--- src/rtl/sdp_x_cfg_triosy_sched_pkg.sv ---
// Shared types and the round-robin pick helper for the SDP X cfg commit scheduler.
package sdp_x_cfg_pkg;

  localparam int NUM_REQ_DEF = 4;
  localparam int DATA_W_DEF  = 32;
  localparam int MAX_REQ     = 8;
  localparam int PTR_W       = 3;

  typedef enum logic {IDLE, BUSY} state_e;

  typedef struct packed {
    logic             found;
    logic [PTR_W-1:0] idx;
  } pick_t;

  // First set bit of vld at or after ptr, wrapping at n.
  function automatic pick_t rr_pick(input logic [MAX_REQ-1:0] vld,
                                    input logic [PTR_W-1:0]   ptr,
                                    input int                 n);
    pick_t p;
    int    j;
    p = '0;
    for (int k = 0; k < MAX_REQ; k++) begin
      j = (int'(ptr) + k) % n;
      if ((k < n) && !p.found && vld[j]) begin
        p.found = 1'b1;
        p.idx   = PTR_W'(j);
      end
    end
    return p;
  endfunction

endpackage

--- src/rtl/sdp_x_cfg_triosy_sched_if.sv ---
// Requester, core-side output and done/error bundle of the cfg commit scheduler.
interface sdp_x_cfg_triosy_sched_if #(
  parameter int NUM_REQ = 4,
  parameter int DATA_W  = 32,
  parameter int ID_W    = 2
);
  logic [NUM_REQ-1:0]        req_vld;
  logic [NUM_REQ*DATA_W-1:0] req_data;
  logic [NUM_REQ-1:0]        req_rdy;
  logic                      out_vld;
  logic [DATA_W-1:0]         out_data;
  logic [ID_W-1:0]           out_id;
  logic                      out_rdy;
  logic                      core_stall;
  logic [NUM_REQ-1:0]        done_bawt;
  logic                      err_timeout;

  modport master (
    output req_vld, req_data, out_rdy, core_stall,
    input  req_rdy, out_vld, out_data, out_id, done_bawt, err_timeout
  );

  modport slave (
    input  req_vld, req_data, out_rdy, core_stall,
    output req_rdy, out_vld, out_data, out_id, done_bawt, err_timeout
  );
endinterface

--- src/rtl/sdp_x_cfg_triosy_sched_arb.sv ---
// Combinational round-robin arbiter: one-hot grant and index of the first vld at/after ptr.
module sdp_x_rr_arb
  import sdp_x_cfg_pkg::*;
#(
  parameter int NUM_REQ = 4,
  parameter int ID_W    = 2
) (
  input  logic [NUM_REQ-1:0] vld,
  input  logic [ID_W-1:0]    ptr,
  output logic [NUM_REQ-1:0] gnt,
  output logic [ID_W-1:0]    idx,
  output logic               found
);

  pick_t pick;

  always_comb begin
    pick  = rr_pick(MAX_REQ'(vld), PTR_W'(ptr), NUM_REQ);
    found = pick.found;
    idx   = ID_W'(pick.idx);
    gnt   = '0;
    for (int i = 0; i < NUM_REQ; i++) begin
      gnt[i] = pick.found && (pick.idx == PTR_W'(i));
    end
  end

endmodule

--- src/rtl/sdp_x_cfg_triosy_sched.sv ---
// Round-robin cfg commit scheduler: req_vld in IDLE -> out_vld next cycle, zero-bubble in BUSY;
// out_* held while !out_rdy, done held through core_stall, watchdog flags a stuck core.
module sdp_x_cfg_triosy_sched
  import sdp_x_cfg_pkg::*;
#(
  parameter int NUM_REQ  = NUM_REQ_DEF,
  parameter int DATA_W   = DATA_W_DEF,
  parameter int ID_W     = $clog2(NUM_REQ),
  parameter int TO_W     = 8,
  parameter int TO_LIMIT = 200
) (
  input logic                    nvdla_core_clk,
  input logic                    nvdla_core_rst,
  sdp_x_cfg_triosy_sched_if.slave bus
);

  state_e              state_q, state_d;
  logic [DATA_W-1:0]   out_data_q, out_data_d;
  logic [ID_W-1:0]     out_id_q, out_id_d;
  logic [ID_W-1:0]     rr_ptr_q, rr_ptr_d;
  logic [NUM_REQ-1:0]  done_hold_q, done_hold_d;
  logic [TO_W-1:0]     wd_cnt_q, wd_cnt_d;
  logic                err_q, err_d;

  logic [NUM_REQ-1:0]  arb_gnt;
  logic [ID_W-1:0]     arb_idx;
  logic                arb_found;
  logic                out_vld;
  logic                capture_en;
  logic                cap;
  logic [DATA_W-1:0]   win_data;
  logic [NUM_REQ-1:0]  req_rdy;
  logic [NUM_REQ-1:0]  acc;
  logic [NUM_REQ-1:0]  done_bawt;

  sdp_x_rr_arb #(.NUM_REQ(NUM_REQ), .ID_W(ID_W)) u_arb (
    .vld   (bus.req_vld),
    .ptr   (rr_ptr_q),
    .gnt   (arb_gnt),
    .idx   (arb_idx),
    .found (arb_found)
  );

  always_comb begin
    state_d    = state_q;
    out_data_d = out_data_q;
    out_id_d   = out_id_q;
    rr_ptr_d   = rr_ptr_q;
    req_rdy    = '0;
    win_data   = '0;
    acc        = '0;

    out_vld    = (state_q == BUSY);
    capture_en = (state_q == IDLE) | bus.out_rdy;
    cap        = capture_en & arb_found;

    for (int i = 0; i < NUM_REQ; i++) begin
      if (arb_gnt[i]) win_data = bus.req_data[i*DATA_W +: DATA_W];
    end

    if (capture_en) state_d = arb_found ? BUSY : IDLE;

    if (cap) begin
      out_data_d = win_data;
      out_id_d   = arb_idx;
      req_rdy    = arb_gnt;
      rr_ptr_d   = (arb_idx == ID_W'(NUM_REQ - 1)) ? '0 : arb_idx + ID_W'(1);
    end

    // done stays visible until the cycle after core_stall drops
    for (int i = 0; i < NUM_REQ; i++) begin
      acc[i] = out_vld & bus.out_rdy & (out_id_q == ID_W'(i));
    end
    done_bawt   = acc | done_hold_q;
    done_hold_d = done_bawt & {NUM_REQ{bus.core_stall}};

    if (out_vld && !bus.out_rdy) begin
      wd_cnt_d = (wd_cnt_q == TO_W'(TO_LIMIT)) ? wd_cnt_q : wd_cnt_q + TO_W'(1);
    end else begin
      wd_cnt_d = '0;
    end
    err_d = err_q | (wd_cnt_q == TO_W'(TO_LIMIT));
  end

  always_ff @(posedge nvdla_core_clk) begin
    if (nvdla_core_rst) begin
      state_q     <= IDLE;
      out_data_q  <= '0;
      out_id_q    <= '0;
      rr_ptr_q    <= '0;
      done_hold_q <= '0;
      wd_cnt_q    <= '0;
      err_q       <= 1'b0;
    end else begin
      state_q     <= state_d;
      out_data_q  <= out_data_d;
      out_id_q    <= out_id_d;
      rr_ptr_q    <= rr_ptr_d;
      done_hold_q <= done_hold_d;
      wd_cnt_q    <= wd_cnt_d;
      err_q       <= err_d;
    end
  end

  assign bus.req_rdy     = req_rdy;
  assign bus.out_vld     = out_vld;
  assign bus.out_data    = out_data_q;
  assign bus.out_id      = out_id_q;
  assign bus.done_bawt   = done_bawt;
  assign bus.err_timeout = err_q;

endmodule

--- src/flat_wrapper.sv ---
// flat-port wrapper written by rule: the top's interface ports become plain ports
module sdp_x_cfg_triosy_sched_flat import sdp_x_cfg_pkg::*;
#(
  parameter int NUM_REQ  = NUM_REQ_DEF,
  parameter int DATA_W   = DATA_W_DEF,
  parameter int ID_W     = $clog2(NUM_REQ),
  parameter int TO_W     = 8,
  parameter int TO_LIMIT = 200
)
  (nvdla_core_clk, nvdla_core_rst, bus_req_vld, bus_req_data, bus_out_rdy, bus_core_stall, bus_req_rdy, bus_out_vld, bus_out_data, bus_out_id, bus_done_bawt, bus_err_timeout);
  sdp_x_cfg_triosy_sched_if #(.NUM_REQ(NUM_REQ), .DATA_W(DATA_W), .ID_W(ID_W)) bus_i ();
  input logic nvdla_core_clk;
  input logic nvdla_core_rst;
  input wire logic [$bits(bus_i.req_vld)-1:0] bus_req_vld;
  input wire logic [$bits(bus_i.req_data)-1:0] bus_req_data;
  input wire logic [$bits(bus_i.out_rdy)-1:0] bus_out_rdy;
  input wire logic [$bits(bus_i.core_stall)-1:0] bus_core_stall;
  output wire logic [$bits(bus_i.req_rdy)-1:0] bus_req_rdy;
  output wire logic [$bits(bus_i.out_vld)-1:0] bus_out_vld;
  output wire logic [$bits(bus_i.out_data)-1:0] bus_out_data;
  output wire logic [$bits(bus_i.out_id)-1:0] bus_out_id;
  output wire logic [$bits(bus_i.done_bawt)-1:0] bus_done_bawt;
  output wire logic [$bits(bus_i.err_timeout)-1:0] bus_err_timeout;
  assign bus_i.req_vld = bus_req_vld;
  assign bus_i.req_data = bus_req_data;
  assign bus_i.out_rdy = bus_out_rdy;
  assign bus_i.core_stall = bus_core_stall;
  assign bus_req_rdy = bus_i.req_rdy;
  assign bus_out_vld = bus_i.out_vld;
  assign bus_out_data = bus_i.out_data;
  assign bus_out_id = bus_i.out_id;
  assign bus_done_bawt = bus_i.done_bawt;
  assign bus_err_timeout = bus_i.err_timeout;
  sdp_x_cfg_triosy_sched #(.NUM_REQ(NUM_REQ), .DATA_W(DATA_W), .ID_W(ID_W), .TO_W(TO_W), .TO_LIMIT(TO_LIMIT)) u_core (.nvdla_core_clk(nvdla_core_clk), .nvdla_core_rst(nvdla_core_rst), .bus(bus_i));
endmodule
--- config.mk ---
export PLATFORM = sky130hd
export DESIGN_NAME = sdp_x_cfg_triosy_sched_flat
export DESIGN_NICKNAME = d
export VERILOG_FILES = /design/src/rtl/sdp_x_cfg_triosy_sched_pkg.sv /design/src/rtl/sdp_x_cfg_triosy_sched_if.sv /design/src/rtl/sdp_x_cfg_triosy_sched_arb.sv /design/src/rtl/sdp_x_cfg_triosy_sched.sv /design/src/flat_wrapper.sv
export SDC_FILE = /design/constraint.sdc
export NUM_CORES = 1
export LEC_CHECK = 0
export ABC_AREA = 1
export ABC_CLOCK_PERIOD_IN_PS = 2750
export CORE_MARGIN = 2
export CORE_UTILIZATION = 35
export CTS_BUF_LIST = sky130_fd_sc_hd__clkbuf_4 sky130_fd_sc_hd__clkbuf_8
export CTS_CLUSTER_SIZE = 30
export DETAILED_ROUTE_END_ITERATION = 10
export PLACE_DENSITY = 0.71
export SYNTH_ARGS = -nofsm -noshare
export SYNTH_HDL_FRONTEND = slang
export SYNTH_SLANG_ARGS = --single-unit
--- constraint.sdc ---
create_clock -name nvdla_core_clk -period 2.75 [get_ports nvdla_core_clk]
set_input_delay 0.275 -clock nvdla_core_clk [delete_from_list [all_inputs] [get_ports nvdla_core_clk]]
set_output_delay 0.275 -clock nvdla_core_clk [all_outputs]
set_load 0.02 [all_outputs]
# ---- Word-level counts from Yosys, hierarchy flattened
# Cells that the tools add are included.
dict set report classes {
  reduce_logical 18
  n_mux 22
  order_cmp 4
  div 0
  bitwise 15
  mul 0
  addsub 5
  shift 0
  n_eq_ne 8
}
# op n
set ops {}
lappend ops {{$mux W32} 4}
lappend ops {{$mux W4} 5}
lappend ops {{$lt A3 B5 Y1 const B} 3}
lappend ops {{$bmux W1 S3} 3}
lappend ops {{$add A8 B1 Y8 const B} 1}
lappend ops {{$eq A8 B8 Y1 const B} 1}
lappend ops {{$logic_and A1 B1 Y1} 8}
lappend ops {{$mux W1} 8}
lappend ops {{$reduce_or A2 Y1} 4}
lappend ops {{$and A1 B1 Y1} 6}
lappend ops {{$eq A2 B2 Y1 const B} 3}
lappend ops {{$eq A3 B2 Y1 const B} 2}
lappend ops {{$add A2 B1 Y2 const B} 2}
lappend ops {{$add A2 B2 Y2 const B} 2}
lappend ops {{$and A4 B4 Y4} 1}
lappend ops {{$logic_not A1 Y1} 4}
lappend ops {{$lt A2 B4 Y1 const B} 1}
lappend ops {{$or A4 B4 Y4} 1}
lappend ops {{$and A1 B1 Y1 const A} 3}
lappend ops {{$eq A3 B1 Y1 const B} 1}
lappend ops {{$logic_not A3 Y1} 1}
lappend ops {{$bmux W1 S2} 1}
lappend ops {{$eq A2 B1 Y1 const B} 1}
lappend ops {{$logic_not A2 Y1} 1}
lappend ops {{other kinds (3)} 5}
dict set report word_totals {
  latchBits 0
  reg_bits 50
  mem_bits_rw 0
  output_inout_bits 44
  memories 0
  wordCells 79
  mem_bits_ro 0
}

# ---- Depth between registers and ports, before layout
dict set report depth {
  word_depth 20
  ltp_mapped 20
  depth_no_buf 17
}

# ---- Cells and area by module
# A second synthesis with hierarchy kept.
dict set report hier_totals {
  hier_cells 610
  area_unflattened_um2 3657.3
}
# mod n_inst area_each_um2 cells_per_inst
set by_module_without_submodules {}
lappend by_module_without_submodules {sdp_x_cfg_triosy_sched 1 3270.6 540}
lappend by_module_without_submodules {sdp_x_rr_arb 1 386.6 70}

# ---- Least setup slack after synthesis
# Ideal clock, no wire load.
dict set report synth_path {
  kind {reg-to-output}
  startpoint {register u_core.rr_ptr_q[0]}
  endpoint {output bus_req_rdy[1]}
  stages_incl_launch_ff 13
  setup_slack_ns 0.071
  n_path_buf 2
  t_arrival_ns 2.404
  path_cell_list {dfxtp_1 > inv_2 > nand2_1 > nand2_1 > nand2_1 > and2_1 > nand3b_1 > o21ai_0 > ha_1 > clkbuf_1 > clkbuf_1 > nand2_1 > nor2_1}
}
dict set report synth_between {
  elab_chain_cells 17
}
# element line
set synth_rtl {}
lappend synth_rtl {{start: declaration} sdp_x_cfg_triosy_sched.sv:20} ;# logic [ID_W-1:0] rr_ptr_q, rr_ptr_d;
lappend synth_rtl {{start signal: assignment} sdp_x_cfg_triosy_sched.sv:98} ;# rr_ptr_q <= rr_ptr_d;
lappend synth_rtl {{$add A2 B1 Y2} sdp_x_cfg_triosy_sched_pkg.sv:24} ;# j = (int'(ptr) + k) % n;
lappend synth_rtl {{$reduce_or A2 Y1 (no source line)} n/a}
lappend synth_rtl {{$and A1 B1 Y1 (no source line)} n/a}
lappend synth_rtl {{$bmux W1 S3} sdp_x_cfg_triosy_sched_pkg.sv:25} ;# if ((k < n) && !p.found && vld[j]) begin
lappend synth_rtl {{$mux W1 (implied by the code) (2 in series)} sdp_x_cfg_triosy_sched_pkg.sv:25}
lappend synth_rtl {{$logic_and A1 B1 Y1} sdp_x_cfg_triosy_sched_pkg.sv:25}
lappend synth_rtl {{$mux W4} sdp_x_cfg_triosy_sched_pkg.sv:25}
lappend synth_rtl {{$logic_not A1 Y1} sdp_x_cfg_triosy_sched_pkg.sv:25}
lappend synth_rtl {{$logic_and A1 B1 Y1} sdp_x_cfg_triosy_sched_pkg.sv:25}
lappend synth_rtl {{$mux W4} sdp_x_cfg_triosy_sched_pkg.sv:25}
lappend synth_rtl {{$logic_not A1 Y1} sdp_x_cfg_triosy_sched_pkg.sv:25}
lappend synth_rtl {{$logic_and A1 B1 Y1} sdp_x_cfg_triosy_sched_pkg.sv:25}
lappend synth_rtl {{$mux W4 *} sdp_x_cfg_triosy_sched_pkg.sv:25}
lappend synth_rtl {{$eq A3 B1 Y1} sdp_x_cfg_triosy_sched_arb.sv:23} ;# gnt[i] = pick.found && (pick.idx == PTR_W'(i));
lappend synth_rtl {{$logic_and A1 B1 Y1} sdp_x_cfg_triosy_sched_arb.sv:23}
lappend synth_rtl {{$mux W4 *} sdp_x_cfg_triosy_sched.sv:63} ;# if (cap) begin
lappend synth_rtl {{end: declaration} flat_wrapper.sv:18} ;# output wire logic [$bits(bus_i.req_rdy)-1:0] bus_req_rdy;
# Mark *: on every way between the ends. The rest lies on a longest branch, timed or not. The select of a mux whose other input is x is not followed.

# ---- Worst setup path in the final report
dict set report layout_path {
  startpoint {register u_core.rr_ptr_q[1]}
  endpoint {output bus_req_rdy[2]}
}
dict set report layout_between {
  elab_chain_cells 17
}
# element line
set layout_rtl {}
lappend layout_rtl {{$add A2 B1 Y2} sdp_x_cfg_triosy_sched_pkg.sv:24}
lappend layout_rtl {{$reduce_or A2 Y1 (no source line)} n/a}
lappend layout_rtl {{$and A1 B1 Y1 (no source line)} n/a}
lappend layout_rtl {{$bmux W1 S3} sdp_x_cfg_triosy_sched_pkg.sv:25}
lappend layout_rtl {{$mux W1 (implied by the code) (2 in series)} sdp_x_cfg_triosy_sched_pkg.sv:25}
lappend layout_rtl {{$logic_and A1 B1 Y1} sdp_x_cfg_triosy_sched_pkg.sv:25}
lappend layout_rtl {{$mux W4} sdp_x_cfg_triosy_sched_pkg.sv:25}
lappend layout_rtl {{$logic_not A1 Y1} sdp_x_cfg_triosy_sched_pkg.sv:25}
lappend layout_rtl {{$logic_and A1 B1 Y1} sdp_x_cfg_triosy_sched_pkg.sv:25}
lappend layout_rtl {{$mux W4} sdp_x_cfg_triosy_sched_pkg.sv:25}
lappend layout_rtl {{$logic_not A1 Y1} sdp_x_cfg_triosy_sched_pkg.sv:25}
lappend layout_rtl {{$logic_and A1 B1 Y1} sdp_x_cfg_triosy_sched_pkg.sv:25}
lappend layout_rtl {{$mux W4 *} sdp_x_cfg_triosy_sched_pkg.sv:25}
lappend layout_rtl {{named net u_core.arb_idx[0]} sdp_x_cfg_triosy_sched.sv:26} ;# logic [ID_W-1:0] arb_idx;
lappend layout_rtl {{$eq A3 B2 Y1 *} sdp_x_cfg_triosy_sched_arb.sv:23}
lappend layout_rtl {{$logic_and A1 B1 Y1 *} sdp_x_cfg_triosy_sched_arb.sv:23}
lappend layout_rtl {{$mux W4 *} sdp_x_cfg_triosy_sched.sv:63}
# Mark *: on every way through the listed nets, which the timed path passes. The rest lies on a longest branch. The select of a mux whose other input is x is not followed.

==> metrics.md <==
| Metric | Value |
|---|---|
| CP endpoint kind | primary output |
| Global Route Usage Sum | 19.7% |
| Synth Area in Adders | 1.83% |
| Vias in the first global route | 4247 |
| Reg-to-reg critical path startpoint | u_core.rr_ptr_q[0] |
| Clock sinks | 50 |
| Clk root buf | clkbuf_8 |
| Area of the multi-input gates | 0.00236 mm2 |
| Fillers | 1188 |
| Setup TNS | 0 ns |
| Seq cells post-synth | 50 |
| WP data arrival | 2.25 ns |
| Fin. Hold Viols | 0 |
| Vias per cell | 4.65 |
| Crit-path max FO | 4 |
| 1st-iter DRT viols | 196 |
| I/O Pins | 180 |
| Number of iterations in the first detailed-routing pass | 5 |
| Crit path max-delay family | simple AND/OR/NAND/NOR gates |
| Ys Warns | 0 |
| Ys flop type | dfxtp_1 |
| Final instance area | 0.00610 mm2 |
| Critical Path Source | u_core.rr_ptr_q[1] |
| Async SR Flop Fraction | 0% |
| Final net count | 1013 |
| Post-synthesis simple-gate area fraction | 41.5% |
| Final Cycle Share | 92.0% |
| Post-CTS Setup Inserts | 0 |
| WHS | 0.158 ns |
| Input/output buffers | 179 |
| CTS tree | done |
| Outcome | finished, final reports clean |
| Cell mode on critical path | nand2_1 |
| Peak supply drop | 1.52 mV |
| Starting Density | 36.0% |
| Leak pwr | 2.97 nW |
| Gpl congestion | 0.804 |
| Slew headroom | 38.3% |
| Placed Area | 0.00595 mm2 |
| Distinct cells, synth | 35 |
| Clk pin slew, worst setup/hold paths | 0.10 ns |
| Max-Cap Viols | 0 |
| Clock latency on the worst-skew pair | 0.32 ns |
| GRT Residual Overflow | 0 |
| Share of cells above drive strength 1 | 8.83% |
| Drt total wl | 12.9 mm |
| Die area | 0.0126 mm2 |
| Main combinational cell family by area after synthesis | simple AND/OR/NAND/NOR gates |
| Final ANT Viol Nets | 0 |
| Crit path buf inv count | 4 |
| Xor and xnor area share after synthesis | 0.853% |
| Sequential cell area | 0.00100 mm2 |
| Hold Crit Class | in -> reg |
| Syn avg cell area | 5.78 um2 |
| Slew Limit Fails | 0 |
| Die H | 112 um |
| Slowest CP cell | dfxtp_1 |
| Clk buf depth | 2 |
| Hold path startpoint | nvdla_core_rst |
| Row count | 39 |
| Post-synth EDFFs | 0 |
| HPWL after DPL | 9.17 mm |
| Critical path class | reg -> out |
| Initial antenna violation count | 1 |
| Vias | 4721 |
| Setup crit start kind | register |
| Synth Area in Compound Gates | 12.4% |
| F_max | 0.395 GHz |
| Total Power | 7.53 mW |
| PwrDens | 1240 mW/mm2 |
| Final setup viols | 0 |
| Num CTS Buffers | 5 |
| Layout area overhead | 48.5% |
| Skew final | 0.0104 ns |
| Remaining DRCs | 0 |
| Post-Place Worst Slack | -0.179 ns |
| Pin count of the biggest net entering global routing | 56 |
| Crit path time final | 2.53 ns |
| Worst-Margin Slew | 0.917 ns |
| Mux share of post-synthesis cell area | 0% |
| Mapped Cells | 710 |
| Mapped Nets | 852 |
| Die X | 112 um |
| Slowest cell delay on critical path | 0.34 ns |
| CORE AREA | 0.0114 mm2 |
| Post-synthesis sequential area ratio | 24.4% |
| WP data required | 2.48 ns |
| First-pass GRT wire length | 20.3 mm |
| Crit-path cells | buf_4 > nand2_1 > nand2_1 > nand2_1 > nand2_2 > nor2_4 > buf_4 > nand3_4 > nand3_1 > o21ai_4 > inv_1 > ha_2 > nand2_8 > nor2_1 > clkbuf_2 |
| CTS Hold Bufs | 0 |
| Cell area after synthesis | 0.00411 mm2 |
| Routed len/inst | 12.7 um |
| PnR worst setup slack | 0.220 ns |
| CTS HTree Levels | 2 |
-- path summary, 6_finish.rpt --
check | end | slack [ns] | cells after the start
setup reg to reg | u_core.bus.out_data[21] | 0.25 | 16
hold reg to reg | u_core.done_hold_q[1] | 0.47 | 2
hold / removal | u_core.bus.err_timeout | 0.16 | 2
setup / recovery | bus_req_rdy[2] | 0.22 | 15
-- power by group --
part	internal (mW)	switching, mW	leakage, nW	total, mW
logic	2.37	3.67	2.52	6.04
registers	0.905	0.0968	0.410	1.00
clock network	0.208	0.284	0.0478	0.492
total	3.48	4.05	2.97	7.53
-- timing repair --
item | 4_1_cts | 5_1_grt
pin swaps | 0 | 1
gates resized for setup | 6 | 17
cloned | 0 | 1
hold endpoints to repair | 0 | 0
endpoints found under the setup margin | 4 | 36
-- stage by stage --
stage	util [%]	instances
global placement	52.1	1006
detailed placement	52.1	1006
global route	53.4	1016
CTS	53.0	1014
floorplan	-	710
finish	53.4	1016
-- cells in the final DEF (no fill, tap or decap), drive strengths merged --
cell type / instances
and2: 1
ha: 6
dfxtp: 50
a21oi: 73
clkinvlp: 1
xor2: 2
diode: 1
o21ai: 6
buf: 22
nand3: 103
nand2: 234
clkbuf: 11
nor3: 1
or2: 1
nand3b: 1
clkdlybuf4s50: 174
nor4: 1
nor2: 55
or3: 1
inv: 102
clkinv: 19
nand4: 2
a31oi: 4
xnor2: 2
-- layer usage --
metal  vias up  global-route usage, %  part of all wire (%)
met5         -                      0                     0
met4         0                   5.93                   1.6
met2       133                   32.8                    47
met1      2065                   25.4                    45
li1       2504                      -                     -
met3        19                   4.64                   5.9
-- sequential cells by signal, indices dropped and copies added, names as in the netlist --
register,flops
u_core.bus.out_data,32
u_core.wd_cnt_q,8
u_core.done_hold_q,4
u_core.bus.out_id,2
u_core.rr_ptr_q,2
u_core.bus.err_timeout,1
u_core.bus.out_vld,1
-- cells in the mapped netlist, drive strengths merged (4+ instances only) --
master | number | area, um2
dfxtp | 50 | 1000
ha | 6 | 75.1
a21oi | 73 | 455
nor2 | 55 | 219
inv | 101 | 379
clkinv | 19 | 71.3
a31oi | 4 | 25.0
nand3 | 103 | 521
nand2 | 234 | 916
clkbuf | 15 | 66.3
o21ai | 6 | 30.0
buf | 32 | 262
-- cell families (layout without fill, tap and decap cells) --
| kind of cell | Yosys count | count (layout) |
|---|---|---|
| and+or+nand+nor | 400 | 400 |
| DFF | 50 | 50 |
| other | 0 | 1 |
| buffers and inverters | 167 | 329 |
| xor gates and xnor gates | 4 | 4 |
| adders and majority gates | 6 | 6 |
| AOI/OAI and AO/OA | 83 | 83 |
-- area by class of cell --
class / count / share of cell area (%)
diodes: 1 / 0.0410
clock buffers: 6 / 1.35
clock inverters: 2 / 0.267
inverters: 120 / 7.43
multi-input cells: 493 / 38.7
flip-flops and latches: 50 / 16.5
well taps: 143 / 2.93
repair buffers: 201 / 32.8
Note: power is estimated with default switching activity, not from simulation.
